--- src/rtl/serial_frame_pkg.sv ---
// Shared definitions for the serial frame link: state encoding and the default
// frame geometry used by both the transmitter and the receiver.
package serial_frame_pkg;

    typedef enum logic [1:0] {
        ST_HUNT   = 2'd0,
        ST_DATA   = 2'd1,
        ST_PARITY = 2'd2
    } state_e;

    localparam int         SYNC_LEN_DEF  = 8;
    localparam logic [7:0] SYNC_WORD_DEF = 8'hB4;
    localparam int         DATA_W_DEF    = 6;
    localparam int         CNT_W_DEF     = 8;
    localparam int         FRAME_LEN     = SYNC_LEN_DEF + DATA_W_DEF + 1;

endpackage

--- src/rtl/serial_frame_rx_if.sv ---
// Bit-strobed serial input plus the parallel result bus of the frame receiver.
interface serial_frame_rx_if #(
    parameter int DATA_W = 6,
    parameter int CNT_W  = 8
);
    logic              en;
    logic              sdi;
    logic [DATA_W-1:0] data_out;
    logic              data_valid;
    logic              parity_err;
    logic              busy;
    logic [CNT_W-1:0]  frame_cnt;

    modport master (
        output en, sdi,
        input  data_out, data_valid, parity_err, busy, frame_cnt
    );

    modport slave (
        input  en, sdi,
        output data_out, data_valid, parity_err, busy, frame_cnt
    );
endinterface

--- src/rtl/serial_sync_detect.sv ---
// Sync-word hunter: shifts the serial stream through a SYNC_LEN window and flags
// (combinationally) when the window including the current bit equals SYNC_WORD.
module serial_sync_detect #(
    parameter int                  SYNC_LEN  = 8,
    parameter logic [SYNC_LEN-1:0] SYNC_WORD = '0
) (
    input  logic clk,
    input  logic rst_n,
    input  logic i_shift,
    input  logic i_clear,
    input  logic i_sdi,
    output logic o_hit
);
    // Only the SYNC_LEN-1 oldest bits are stored; the live bit completes the window.
    logic [SYNC_LEN-2:0] r_sr;
    logic [SYNC_LEN-1:0] w_window;

    assign w_window = {r_sr, i_sdi};
    assign o_hit    = (w_window == SYNC_WORD);

    always_ff @(posedge clk) begin
        if (!rst_n) begin
            r_sr <= '0;
        end else if (i_clear) begin
            r_sr <= '0;
        end else if (i_shift) begin
            r_sr <= w_window[SYNC_LEN-2:0];
        end
    end
endmodule

--- src/rtl/serial_frame_rx.sv ---
// Serial frame receiver: locks on the sync word, shifts in an MSB-first payload,
// checks trailing even parity and publishes good payloads with a valid strobe.
module serial_frame_rx
    import serial_frame_pkg::*;
#(
    parameter int                  SYNC_LEN  = SYNC_LEN_DEF,
    parameter logic [SYNC_LEN-1:0] SYNC_WORD = SYNC_LEN'(SYNC_WORD_DEF),
    parameter int                  DATA_W    = DATA_W_DEF,
    parameter int                  CNT_W     = CNT_W_DEF
) (
    input  logic              clk,
    input  logic              rst_n,
    serial_frame_rx_if.slave  bus
);
    localparam int BIT_W = (DATA_W > 1) ? $clog2(DATA_W) : 1;

    state_e            r_state;
    logic [DATA_W-1:0] r_data_sr;
    logic [BIT_W-1:0]  r_bitcnt;
    logic [DATA_W-1:0] r_data_out;
    logic              r_data_valid;
    logic              r_parity_err;
    logic              r_busy;
    logic [CNT_W-1:0]  r_frame_cnt;

    logic w_hit;
    logic w_shift;
    logic w_clear;

    assign w_shift = bus.en && (r_state == ST_HUNT);
    assign w_clear = bus.en && (r_state == ST_PARITY);

    serial_sync_detect #(
        .SYNC_LEN  (SYNC_LEN),
        .SYNC_WORD (SYNC_WORD)
    ) u_sync (
        .clk     (clk),
        .rst_n   (rst_n),
        .i_shift (w_shift),
        .i_clear (w_clear),
        .i_sdi   (bus.sdi),
        .o_hit   (w_hit)
    );

    // NOTE: all state and outputs use non-blocking assignments so every register
    // samples pre-edge values, matching the hardware regardless of statement order.
    always_ff @(posedge clk) begin
        if (!rst_n) begin
            r_state      <= ST_HUNT;
            r_data_sr    <= '0;
            r_bitcnt     <= '0;
            r_data_out   <= '0;
            r_data_valid <= 1'b0;
            r_parity_err <= 1'b0;
            r_busy       <= 1'b0;
            r_frame_cnt  <= '0;
        end else begin
            // Strobes default low so they last exactly one cycle, even with en=0.
            r_data_valid <= 1'b0;
            r_parity_err <= 1'b0;
            if (bus.en) begin
                case (r_state)
                    ST_HUNT: begin
                        if (w_hit) begin
                            r_state  <= ST_DATA;
                            r_bitcnt <= '0;
                            r_busy   <= 1'b1;
                        end
                    end
                    ST_DATA: begin
                        r_data_sr <= DATA_W'({r_data_sr, bus.sdi});
                        r_bitcnt  <= r_bitcnt + BIT_W'(1);
                        if (r_bitcnt == BIT_W'(DATA_W - 1)) begin
                            r_state <= ST_PARITY;
                        end
                    end
                    ST_PARITY: begin
                        if (^{r_data_sr, bus.sdi} == 1'b0) begin
                            r_data_out   <= r_data_sr;
                            r_data_valid <= 1'b1;
                            r_frame_cnt  <= r_frame_cnt + CNT_W'(1);
                        end else begin
                            r_parity_err <= 1'b1;
                        end
                        r_state <= ST_HUNT;
                        r_busy  <= 1'b0;
                    end
                    default: begin
                        r_state <= ST_HUNT;
                        r_busy  <= 1'b0;
                    end
                endcase
            end
        end
    end

    assign bus.data_out   = r_data_out;
    assign bus.data_valid = r_data_valid;
    assign bus.parity_err = r_parity_err;
    assign bus.busy       = r_busy;
    assign bus.frame_cnt  = r_frame_cnt;
endmodule

--- src/flat_wrapper.sv ---
// flat-port wrapper written by rule: the top's interface ports become plain ports
module serial_frame_rx_flat import serial_frame_pkg::*;
#(
    parameter int                  SYNC_LEN  = SYNC_LEN_DEF,
    parameter logic [SYNC_LEN-1:0] SYNC_WORD = SYNC_LEN'(SYNC_WORD_DEF),
    parameter int                  DATA_W    = DATA_W_DEF,
    parameter int                  CNT_W     = CNT_W_DEF
)
  (clk, rst_n, bus_en, bus_sdi, bus_data_out, bus_data_valid, bus_parity_err, bus_busy, bus_frame_cnt);
  serial_frame_rx_if #(.DATA_W(DATA_W), .CNT_W(CNT_W)) bus_i ();
  input  logic clk;
  input  logic rst_n;
  input wire logic [$bits(bus_i.en)-1:0] bus_en;
  input wire logic [$bits(bus_i.sdi)-1:0] bus_sdi;
  output wire logic [$bits(bus_i.data_out)-1:0] bus_data_out;
  output wire logic [$bits(bus_i.data_valid)-1:0] bus_data_valid;
  output wire logic [$bits(bus_i.parity_err)-1:0] bus_parity_err;
  output wire logic [$bits(bus_i.busy)-1:0] bus_busy;
  output wire logic [$bits(bus_i.frame_cnt)-1:0] bus_frame_cnt;
  assign bus_i.en = bus_en;
  assign bus_i.sdi = bus_sdi;
  assign bus_data_out = bus_i.data_out;
  assign bus_data_valid = bus_i.data_valid;
  assign bus_parity_err = bus_i.parity_err;
  assign bus_busy = bus_i.busy;
  assign bus_frame_cnt = bus_i.frame_cnt;
  serial_frame_rx #(.SYNC_LEN(SYNC_LEN), .SYNC_WORD(SYNC_WORD), .DATA_W(DATA_W), .CNT_W(CNT_W)) u_core (.clk(clk), .rst_n(rst_n), .bus(bus_i));
endmodule
--- config.mk ---
export PLATFORM = sky130hd
export DESIGN_NAME = serial_frame_rx_flat
export DESIGN_NICKNAME = d
export VERILOG_FILES = /design/src/rtl/serial_frame_pkg.sv /design/src/rtl/serial_frame_rx_if.sv /design/src/rtl/serial_sync_detect.sv /design/src/rtl/serial_frame_rx.sv /design/src/flat_wrapper.sv
export SDC_FILE = /design/constraint.sdc
export NUM_CORES = 1
export LEC_CHECK = 0
export CAP_MARGIN = 30
export CORE_MARGIN = 4
export CORE_UTILIZATION = 40
export CTS_BUF_LIST = sky130_fd_sc_hd__clkbuf_4 sky130_fd_sc_hd__clkbuf_8
export DETAILED_ROUTE_END_ITERATION = 8
export GPL_TIMING_DRIVEN = 0
export PLACE_DENSITY = 0.63
export SYNTH_ARGS = -nofsm -noshare
export SYNTH_HDL_FRONTEND = slang
export SYNTH_SLANG_ARGS = --single-unit
--- constraint.sdc ---
create_clock -name clk -period 2.7 [get_ports clk]
set_clock_uncertainty 0.1 [all_clocks]
set_input_delay 0.81 -clock clk [delete_from_list [all_inputs] [get_ports clk]]
set_output_delay 0.81 -clock clk [all_outputs]
set_load 0.03 [all_outputs]
==> impl_metrics.csv, run 1 <==
group,metric,value,unit
run_status,status,"finished clean",
place,io_buffers,20,
sta,fin_crit,2.574,ns
power,switchingPower,0.0002094,W
power,switching_share,22.26,%
setup_path,reg2reg_depth,4,
sta,grt_setup_unrepaired,"no",
setup_path,reg2reg_slack,0.79,ns
place,gp_congestion,0.8059,
finish,nets,202,
synth,syn_area,1536,um^2
finish,layout_commonest_cell,"dfxtp_1",
clocking,htreeDepth,2,
drt,via_per_inst,5.213,
synth,synthSimpleGateAreaFrac,22.96,%
setup_path,cp_top_family,"XOR/XNOR gates",
power,p_clk_share,40.9,%
finish,seqCellArea,700.7,um^2
clocking,cts_buffers,5,
clocking,clock_latency,0.29,ns
die,start_util,41.66,%
die,ios,21,
power,combPwrFrac,3.9,%
power,seqPwrFrac,55.2,%
sta,period_share,95.33,%
synth,synth_top_family_by_area,"simple AND/OR/NAND/NOR gates",
die,fp.coreArea,3689,um^2
die,fp.dieW,69.98,um
setup_path,crit_type,"in -> reg",
synth,synth-xor-area-share,4.560,%
flow_run,drv_cap,0,
finish,multi_input_area,785.8,um^2
drt,drc_errors,0,
drt,dr_total_vias,1272,
drt,firstDrtPassIters,4,
grt,grt_first_pass_wirelength,5630,um
place,post-dp-hpwl,2387,um
die,die_h,69.98,um
drt,wire_per_inst,13.57,um
sta,fmax,388.5,MHz
setup_path,path_max_fanout,4,
drt,drt-initial-drc-count,77,
sta,relSlewSlack,63.06,%
sta,tightestPinTransition,0.5464,ns
synth,synth_fa_ha_area_share,2.443,%
power,internal_power,0.0007312,W
worst_hold_path,whs_path_depth,2,
finish,fill_cells,363,
clocking,cts_root_buf,"clkbuf_8",
finish,syn_to_final_growth,22.72,%
setup_path,cp_data_required_time,2.82,ns
clocking,cts_hold_buf,0,
synth,synth_cell_type_count,36,
synth,syn_inst,168,
finish,diodes,0,
synth,synth_fp_nets,175,
setup_path,crit_end,"u_core.bus.frame_cnt[5]$_SDFFE_PN0P_",
worst_hold_path,holdCritPathClass,"reg -> reg",
clocking,cts_buffer_depth,2,
finish,final_layout_size_suffix_gt1_share,6.633,%
setup_path,end_kind,"register",
synth,ys.warnings.count,0,
setup_path,r2r_start,"u_core.r_data_sr[4]$_SDFFE_PN0P_",
finish,final_cell_mix,"dfxtp_1, nand2_1, clkdlybuf4s50_1",
synth,synth-compound-area-share,10.75,%
clocking,cts.sinks,35,
sta,hold_viol,0,
place,placed_area,1797,um^2
clocking,cts_resized,0,
clocking,cts.clk_slew.worst_paths,0.07,ns
sta,setup_viol,0,
power,p_leak,0.6926,nW
synth,synth.area.mux_share,10.42,%
synth,ys_ff_latch,35,
setup_path,cp.buffers_inverters,1,
die,rows,22,
power,vdd_drop_max,0.0002398,V
setup_path,worstPathArrival,2.69,ns
grt,grt_pass1_vias,1211,
drt,antenna_left,0,
grt,grt_antenna_before_repair,0,
setup_path,worst_setup_path_start_kind,"input pin",
grt,track_usage,14.53,%
drt,wl,3310,um
place,pre_cts_ws,-0.1974,ns
setup_path,crit_chain,"clkdlybuf4s50_1 -> xnor2_1 -> xnor3_1 -> or4_1 -> a21oi_1",
die,dieArea,4897,um^2
setup_path,cpMaxStageDelayCell,"clkdlybuf4s50_1",
setup_path,r2r_end,"u_core.bus.frame_cnt[5]$_SDFFE_PN0P_",
grt,grt_max_degree,11,
clocking,tritoncts,"done",
setup_path,crit_path_start,"bus_sdi",
sta,slew_violations,0,
setup_path,worstSetupPathDepth,5,
sta,setup_ws,0.1260,ns
power,powerDensity,498.9,nW/um^2
clocking,cts_setup_buffers,0,
setup_path,critical-path-max-stage-delay,0.56,ns
finish,stdcell_area,1886,um^2
synth,syn_area_per_cell,9.146,um^2
synth,ys_seq_area_share,45.60,%
grt,overflow,0,
## cells by family after synthesis
| logic type | Yosys count |
|---|---|
| mux | 16 |
| buf+inv | 11 |
| compound gates | 28 |
| fa+ha+maj | 3 |
| flops | 35 |
| simple gates | 71 |
| xor+xnor | 4 |
## tightest hold or removal path: stages (launching register included)
cell and delay (ns):
dfxtp_1 0.31, nand2_1 0.05, mux2i_1 0.05
## layer usage
metal	track usage [%]	wire length [um]	up-vias
li1	-	-	643
met1	18.74	1526	599
met2	21.51	1557	24
met3	5.899	168	6
met4	5.745	57	0
met5	0	0	-
## synth_stat cells (all sizes together)
library cell,n,area (um^2)
a211oi,2,15.01
a21oi,16,80.08
a2bb2oi,1,8.760
a31oi,1,6.260
and2,1,6.260
and3,1,6.260
and3b,1,8.760
and4b,1,10.01
buf,2,16.26
clkbuf,4,15.01
clkinv,1,3.750
dfxtp,35,700.7
ha,3,37.54
inv,4,15.01
mux2i,16,160.2
nand2,30,112.6
nand2b,4,25.02
nand3,9,45.04
nand4,3,18.77
nor2,9,41.29
nor2b,2,12.51
nor3,3,15.01
nor3b,1,7.510
nor4b,1,8.760
o211a,1,10.01
o21a,1,7.510
o21ai,3,15.01
o31ai,3,22.52
or2,1,6.260
or3,1,6.260
or4,3,22.52
xnor2,2,25.03
xnor3,2,45.04
## power groups by stage
stage	sequential (W)	clock (W)	combinational (W)
floorplan	0.000530	0	0.0000229
global placement	0.000530	0	0.0000363
detailed placement	0.000531	0	0.0000373
CTS	0.000519	0.000395	0.0000373
global route	0.000519	0.000420	0.0000409
finish	0.000519	0.000385	0.0000369
## registers in the layout, indices dropped and copies added, names as in the netlist, 2 cells and up
name	cells
u_core.r_data_sr	6
u_core.bus.frame_cnt	8
u_core.r_bitcnt	3
u_core.r_state	2
u_core.bus.data_out	6
u_core.u_sync.r_sr	7
## through the flow
step / util, % / instances / hold WS [ns] / total power [W] / setup TNS, ns
after detailed placement: 48.71 / 236 / 0.3454 / 0.0005679 / -2.320
after global placement: 48.71 / 236 / 0.3447 / 0.0005667 / -2.179
final: 51.12 / 244 / 0.3589 / 0.0009406 / 0
after CTS: 51.12 / 244 / 0.3630 / 0.0009511 / 0
after global routing: 51.12 / 244 / 0.3745 / 0.0009793 / 0
after floorplan: - / 168 / 0.3278 / 0.0005532 / 0
## worst min path at each step
stage                                   startpoint                                  end  slack [ns]
2_1_floorplan   u_core.u_sync.r_sr[6]$_SDFFE_PP0P_   u_core.u_sync.r_sr[6]$_SDFFE_PP0P_        0.33
3_3_place_gp    u_core.u_sync.r_sr[6]$_SDFFE_PP0P_   u_core.u_sync.r_sr[6]$_SDFFE_PP0P_        0.34
3_5_place_dp   u_core.bus.data_out[2]$_SDFFE_PN0P_  u_core.bus.data_out[2]$_SDFFE_PN0P_        0.35
4_1_cts        u_core.bus.data_out[0]$_SDFFE_PN0P_  u_core.bus.data_out[0]$_SDFFE_PN0P_        0.36
5_1_grt        u_core.bus.data_out[4]$_SDFFE_PN0P_  u_core.bus.data_out[4]$_SDFFE_PN0P_        0.37
6_report       u_core.bus.data_out[0]$_SDFFE_PN0P_  u_core.bus.data_out[0]$_SDFFE_PN0P_        0.36
## cell type report
| type | instances | area share (%) |
|---|---|---|
| clock buffer | 7 | 4.446 |
| clock inverter | 1 | 0.2654 |
| timing repair buffer | 20 | 10.62 |
| buffer | 6 | 1.659 |
| multi-input combinational | 122 | 41.67 |
| tap | 48 | 3.185 |
| inverter | 5 | 0.9954 |
| sequential | 35 | 37.16 |
No activity file was read; power rests on OpenSTA's default activity.
==> inputs of run 2 (changes only) <==
--- a/config.mk
+++ b/config.mk
@@ -12,6 +12,7 @@
 export DETAILED_ROUTE_END_ITERATION = 8
 export GPL_TIMING_DRIVEN = 0
 export PLACE_DENSITY = 0.63
+export SETUP_SLACK_MARGIN = 0.15
 export SYNTH_ARGS = -nofsm -noshare
 export SYNTH_HDL_FRONTEND = slang
 export SYNTH_SLANG_ARGS = --single-unit
==> run 2 against run 1 <==
Effect of this change:
- design area up 1.3%
- largest power group unchanged
- clock-buffer cell count unchanged
- highest routed layer unchanged
- first-iteration DRC count down 14%
- utilization up 0.64 points
- critical path depth up 1
- clock power about the same
- sequential share of layout area down 0.46 points
- sequential power about the same
- final cell count up 0.41%
- die area unchanged
- combinational power down 2%
- hold slack better by 0.0016 ns
==> impl_metrics.csv, run 2 (synthesized netlist as in run 1, its figures left out) <==
group,metric,value,unit
clocking,tritoncts,"done",
drt,drt-initial-drc-count,66,
clocking,htreeDepth,2,
sta,worst_hold_slack,0.3604,ns
die,fp.dieW,69.98,um
clocking,cts_buffer_depth,2,
setup_path,worst_setup_path_start_kind,"input pin",
place,post-dp-hpwl,2387,um
die,rows,22,
sta,grt_setup_unrepaired,"no",
die,dieArea,4897,um^2
setup_path,cp_top_family,"buffers and inverters",
power,finalPower,0.0009382,W
setup_path,cpMaxStageDelayCell,"clkdlybuf4s50_1",
sta,fmax,414.2,MHz
clocking,clock_latency,0.29,ns
power,vdd_drop_max,0.0002400,V
setup_path,critical-path-max-stage-delay,0.58,ns
sta,setup_viol,0,
finish,stdcell_count,245,
grt,track_usage,14.53,%
finish,syn_to_final_growth,24.27,%
grt,overflow,0,
die,die_h,69.98,um
power,powerDensity,491.4,nW/um^2
drt,dr_total_vias,1279,
die,start_util,41.66,%
sta,totalNegativeSetupSlack,0,ns
clocking,cts.clk_slew.worst_paths,0.07,ns
setup_path,crit_chain,"clkdlybuf4s50_1 -> nor2b_1 -> buf_2 -> nand2_2 -> or4_1 -> a21oi_1",
die,fp.coreArea,3689,um^2
grt,grt_max_degree,11,
drt,antenna_left,0,
finish,final_layout_size_suffix_gt1_share,8.122,%
grt,grt_pass1_vias,1211,
drt,drc_errors,0,
sta,relSlewSlack,63.09,%
finish,layout_commonest_cell,"dfxtp_1",
setup_path,crit_type,"in -> reg",
sta,tightestPinTransition,0.5459,ns
drt,firstDrtPassIters,4,
worst_hold_path,holdCritPathClass,"reg -> reg",
die,ios,21,
sta,slew_violations,0,
drt,via_per_inst,5.220,
setup_path,worstPathArrival,2.53,ns
finish,largest_reg_flops,8,
setup_path,cp.buffers_inverters,2,
grt,grt_first_pass_wirelength,5630,um
setup_path,path_max_fanout,10,
clocking,cts_buffers,5,
sta,period_share,89.42,%
sta,fin_crit,2.414,ns
setup_path,end_kind,"register",
place,dp.cells,236,
sta,hold_viol,0,
finish,fin_util,51.76,%
finish,final_cell_mix,"dfxtp_1, nand2_1, clkdlybuf4s50_1",
drt,wire_per_inst,13.49,um
run_status,status,"finished clean",
flow_run,drv_cap,0,
clocking,cts_root_buf,"clkbuf_8",
clocking,cts_hold_buf,0,
clocking,cts.sinks,35,
finish,nets,203,
place,gp_congestion,0.8059,
power,p_leak,0.7000,nW
setup_path,cp_data_required_time,2.82,ns
place,io_buffers,20,
grt,grt_antenna_before_repair,0,
drt,wl,3304,um
finish,diodes,0,
run 2: what timing repair did:
item	4_1_cts	5_1_grt
gates resized for setup	1	1
setup endpoints to repair	10	8
buffers inserted	1	0
endpoints found under the hold margin	0	0
pin swaps	1	1
run 2: per-layer routing:
layer | wire length [um] | GRT usage, % | up-vias
li1 | - | - | 643
met1 | 1533 | 18.74 | 603
met4 | 56 | 5.745 | 0
met5 | 0 | 0 | -
met2 | 1550 | 21.51 | 26
met3 | 163 | 5.899 | 7
run 2: power breakdown:
group / leakage, nW / switching (W) / internal [W] / total [W]
combinational: 0.369 / 0.0000245 / 0.0000116 / 0.0000360
clock: 0.0491 / 0.000182 / 0.000201 / 0.000383
sequential: 0.282 / 0.00000117 / 0.000518 / 0.000519
total: 0.700 / 0.000208 / 0.000730 / 0.000938
run 2: cell type report:
class                           instances  area (um^2)
Fill cell                             361         1779
Multi-Input combinational cell        122        789.5
Sequential cell                        35        700.7
Timing Repair Buffer                   21        220.2
Clock buffer                            7        83.83
Tap cell                               48        60.06
Buffer                                  6        31.28
Inverter                                5        18.77
Clock inverter                          1        5.005
run 2: worst paths after layout:
path                                  startpoint                                    to  slack [ns]  cells past startpoint
max                                       bus_en  u_core.bus.frame_cnt[5]$_SDFFE_PN0P_        0.29                      6
min reg2reg  u_core.bus.data_out[0]$_SDFFE_PN0P_   u_core.bus.data_out[0]$_SDFFE_PN0P_        0.36                      2
max reg2reg     u_core.r_data_sr[4]$_SDFFE_PN0P_  u_core.bus.frame_cnt[5]$_SDFFE_PN0P_        0.62                      4
min          u_core.bus.data_out[0]$_SDFFE_PN0P_   u_core.bus.data_out[0]$_SDFFE_PN0P_        0.36                      2
run 2: stage by stage:
stage	setup slack [ns]	cell area, um^2
6_report	0.2857	1909
5_1_grt	0.1744	1909
3_5_place_dp	-0.1974	1797
4_1_cts	0.1566	1907
2_1_floorplan	0.5324	1536
3_3_place_gp	-0.1789	1797
run 2: worst register-to-register path, delay by kind of cell, from the launching register on:
family	cells	cell delay (ns)
xor+xnor	2	0.87
flops	1	0.39
compound gates	1	0.14
simple gates	1	0.51
==> inputs of run 3 (changes only) <==
--- a/config.mk
+++ b/config.mk
@@ -12,6 +12,7 @@
 export DETAILED_ROUTE_END_ITERATION = 8
 export GPL_TIMING_DRIVEN = 0
 export PLACE_DENSITY = 0.63
+export REMOVE_ABC_BUFFERS = 1
 export SETUP_SLACK_MARGIN = 0.15
 export SYNTH_ARGS = -nofsm -noshare
 export SYNTH_HDL_FRONTEND = slang
==> run 3 against run 2 <==
Effect of this change:
- via count fell by 1.3%
- clock power fell by 10%
- sequential cell count did not move
- maximum frequency rose by 1.0%
- sequential share of layout area barely moved
- first-iteration DRC count fell by 48%
- combinational power rose by 3%
- register-to-register slack got worse by 0.12 ns
- critical endpoint is now u_core.bus.busy$_SDFFE_PN0P_
- clock-buffer cell count fell by 1
- largest power group unchanged
==> impl_metrics.csv, run 3 (synthesized netlist as in run 1, its figures left out) <==
group,metric,value,unit
setup_path,cp_data_required_time,2.78,ns
power,p_leak,0.7138,nW
clocking,cts.sinks,35,
finish,final_layout_size_suffix_gt1_share,8.333,%
clocking,htreeDepth,2,
sta,period_share,88.51,%
drt,dr_total_vias,1262,
setup_path,end_kind,"register",
finish,final_cell_mix,"dfxtp_1, nand2_1, clkdlybuf4s50_1",
grt,grt_pass1_vias,1129,
place,post-dp-hpwl,2148,um
sta,relSlewSlack,39.05,%
clocking,clock_latency,0.27,ns
sta,tightestPinTransition,0.9143,ns
sta,setup_viol,0,
die,fp.coreArea,3689,um^2
sta,slew_violations,0,
sta,totalNegativeSetupSlack,0,ns
drt,firstDrtPassIters,4,
setup_path,worstPathArrival,2.47,ns
drt,wire_per_inst,13.18,um
setup_path,path_max_fanout,24,
die,fp.dieW,69.98,um
flow_run,drv_cap,0,
setup_path,critical-path-max-stage-delay,0.80,ns
drt,drt-initial-drc-count,34,
sta,fin_crit,2.390,ns
setup_path,cpMaxStageDelayCell,"dlygate4sd2_1",
setup_path,cp.buffers_inverters,2,
sta,grt_setup_unrepaired,"yes",
clocking,tritoncts,"done",
die,dieArea,4897,um^2
drt,antenna_left,0,
drt,drc_errors,0,
clocking,cts_buffers,5,
sta,fmax,418.5,MHz
grt,overflow,0,
die,ios,21,
drt,via_per_inst,5.258,
power,powerDensity,471.2,nW/um^2
die,rows,22,
place,io_buffers,20,
grt,track_usage,12.92,%
clocking,cts_buffer_depth,2,
drt,wl,3163,um
clocking,cts.clk_slew.worst_paths,0.06,ns
finish,largest_reg_flops,8,
run_status,status,"finished clean",
finish,syn_to_final_growth,24.19,%
grt,grt_max_degree,25,
setup_path,crit_chain,"dlygate4sd2_1 -> clkinvlp_4 -> a211oi_1",
die,die_h,69.98,um
place,gp_congestion,0.8126,
die,start_util,41.66,%
sta,hold_viol,0,
finish,multi_input_area,824.5,um^2
power,finalPower,0.0008991,W
finish,nets,200,
setup_path,cp_top_family,"buffers and inverters",
finish,diodes,0,
clocking,cts_root_buf,"clkbuf_8",
finish,seqCellArea,700.7,um^2
setup_path,worst_setup_path_start_kind,"input pin",
grt,grt_first_pass_wirelength,5188,um
finish,fill_cells,353,
setup_path,crit_type,"in -> reg",
power,vdd_drop_max,0.0002632,V
worst_hold_path,holdCritPathClass,"reg -> reg",
grt,grt_antenna_before_repair,0,
finish,layout_commonest_cell,"dfxtp_1",
-- run 3: metal layers --
metal | part of all wire [%] | global-route usage, %
met5 | 0 | 0
met4 | 0.63 | 4.043
met3 | 4.5 | 4.173
met2 | 48 | 21.30
met1 | 47 | 15.95
-- run 3: metrics by stage --
stage | worst slack, ns | instance area (um^2) | instances | hold WS, ns | util (%)
final | 0.3102 | 1908 | 240 | 0.3536 | 51.73
after global routing | 0.1078 | 1908 | 240 | 0.3800 | 51.73
after CTS | 0.1025 | 1853 | 237 | 0.3533 | 50.24
after detailed placement | -0.4203 | 1765 | 230 | 0.3461 | 47.86
after global placement | -0.3476 | 1765 | 230 | 0.3388 | 47.86
after floorplan | 0.3860 | 1505 | 162 | 0.3278 | -
-- run 3: path summary, 6_finish.rpt --
kind | slack, ns | endpoint | cells after the start | start
max | 0.31 | u_core.bus.busy$_SDFFE_PN0P_ | 3 | rst_n
min | 0.35 | u_core.u_sync.r_sr[6]$_SDFFE_PP0P_ | 2 | u_core.u_sync.r_sr[6]$_SDFFE_PP0P_
max reg2reg | 0.50 | u_core.bus.frame_cnt[5]$_SDFFE_PN0P_ | 4 | u_core.r_data_sr[4]$_SDFFE_PN0P_
min reg2reg | 0.35 | u_core.u_sync.r_sr[6]$_SDFFE_PP0P_ | 2 | u_core.u_sync.r_sr[6]$_SDFFE_PP0P_
-- run 3: tightest hold or removal path, stage by stage, from the launching register on --
cell	delay, ns
dfxtp_1	0.31
nand2_1	0.05
a21oi_1	0.05
-- run 3: final cells by class --
cell class,count,area share [%]
Timing Repair inverter,1,0.3934
Multi-Input combinational cell,123,43.21
Tap cell,48,3.148
Timing Repair Buffer,22,11.34
Clock buffer,6,4.000
Inverter,5,1.180
Sequential cell,35,36.72
-- run 3: what timing repair did --
| action | 4_1_cts | 5_1_grt |
|---|---|---|
| hold endpoints to repair | 0 | 0 |
| setup endpoints to repair | 16 | 21 |
| gates resized for setup | 4 | 4 |
| cloned | 1 | 1 |
| pin swaps | 1 | 1 |
| hold buffers | 0 | 0 |
| buffers inserted | 0 | 2 |
-- run 3: power by group --
group          leakage [nW]  switching [W]  internal (W)  total [W]
Combinational         0.391      0.0000253     0.0000117  0.0000370
Clock                0.0406       0.000161      0.000182   0.000343
Sequential            0.282     0.00000117      0.000518   0.000519
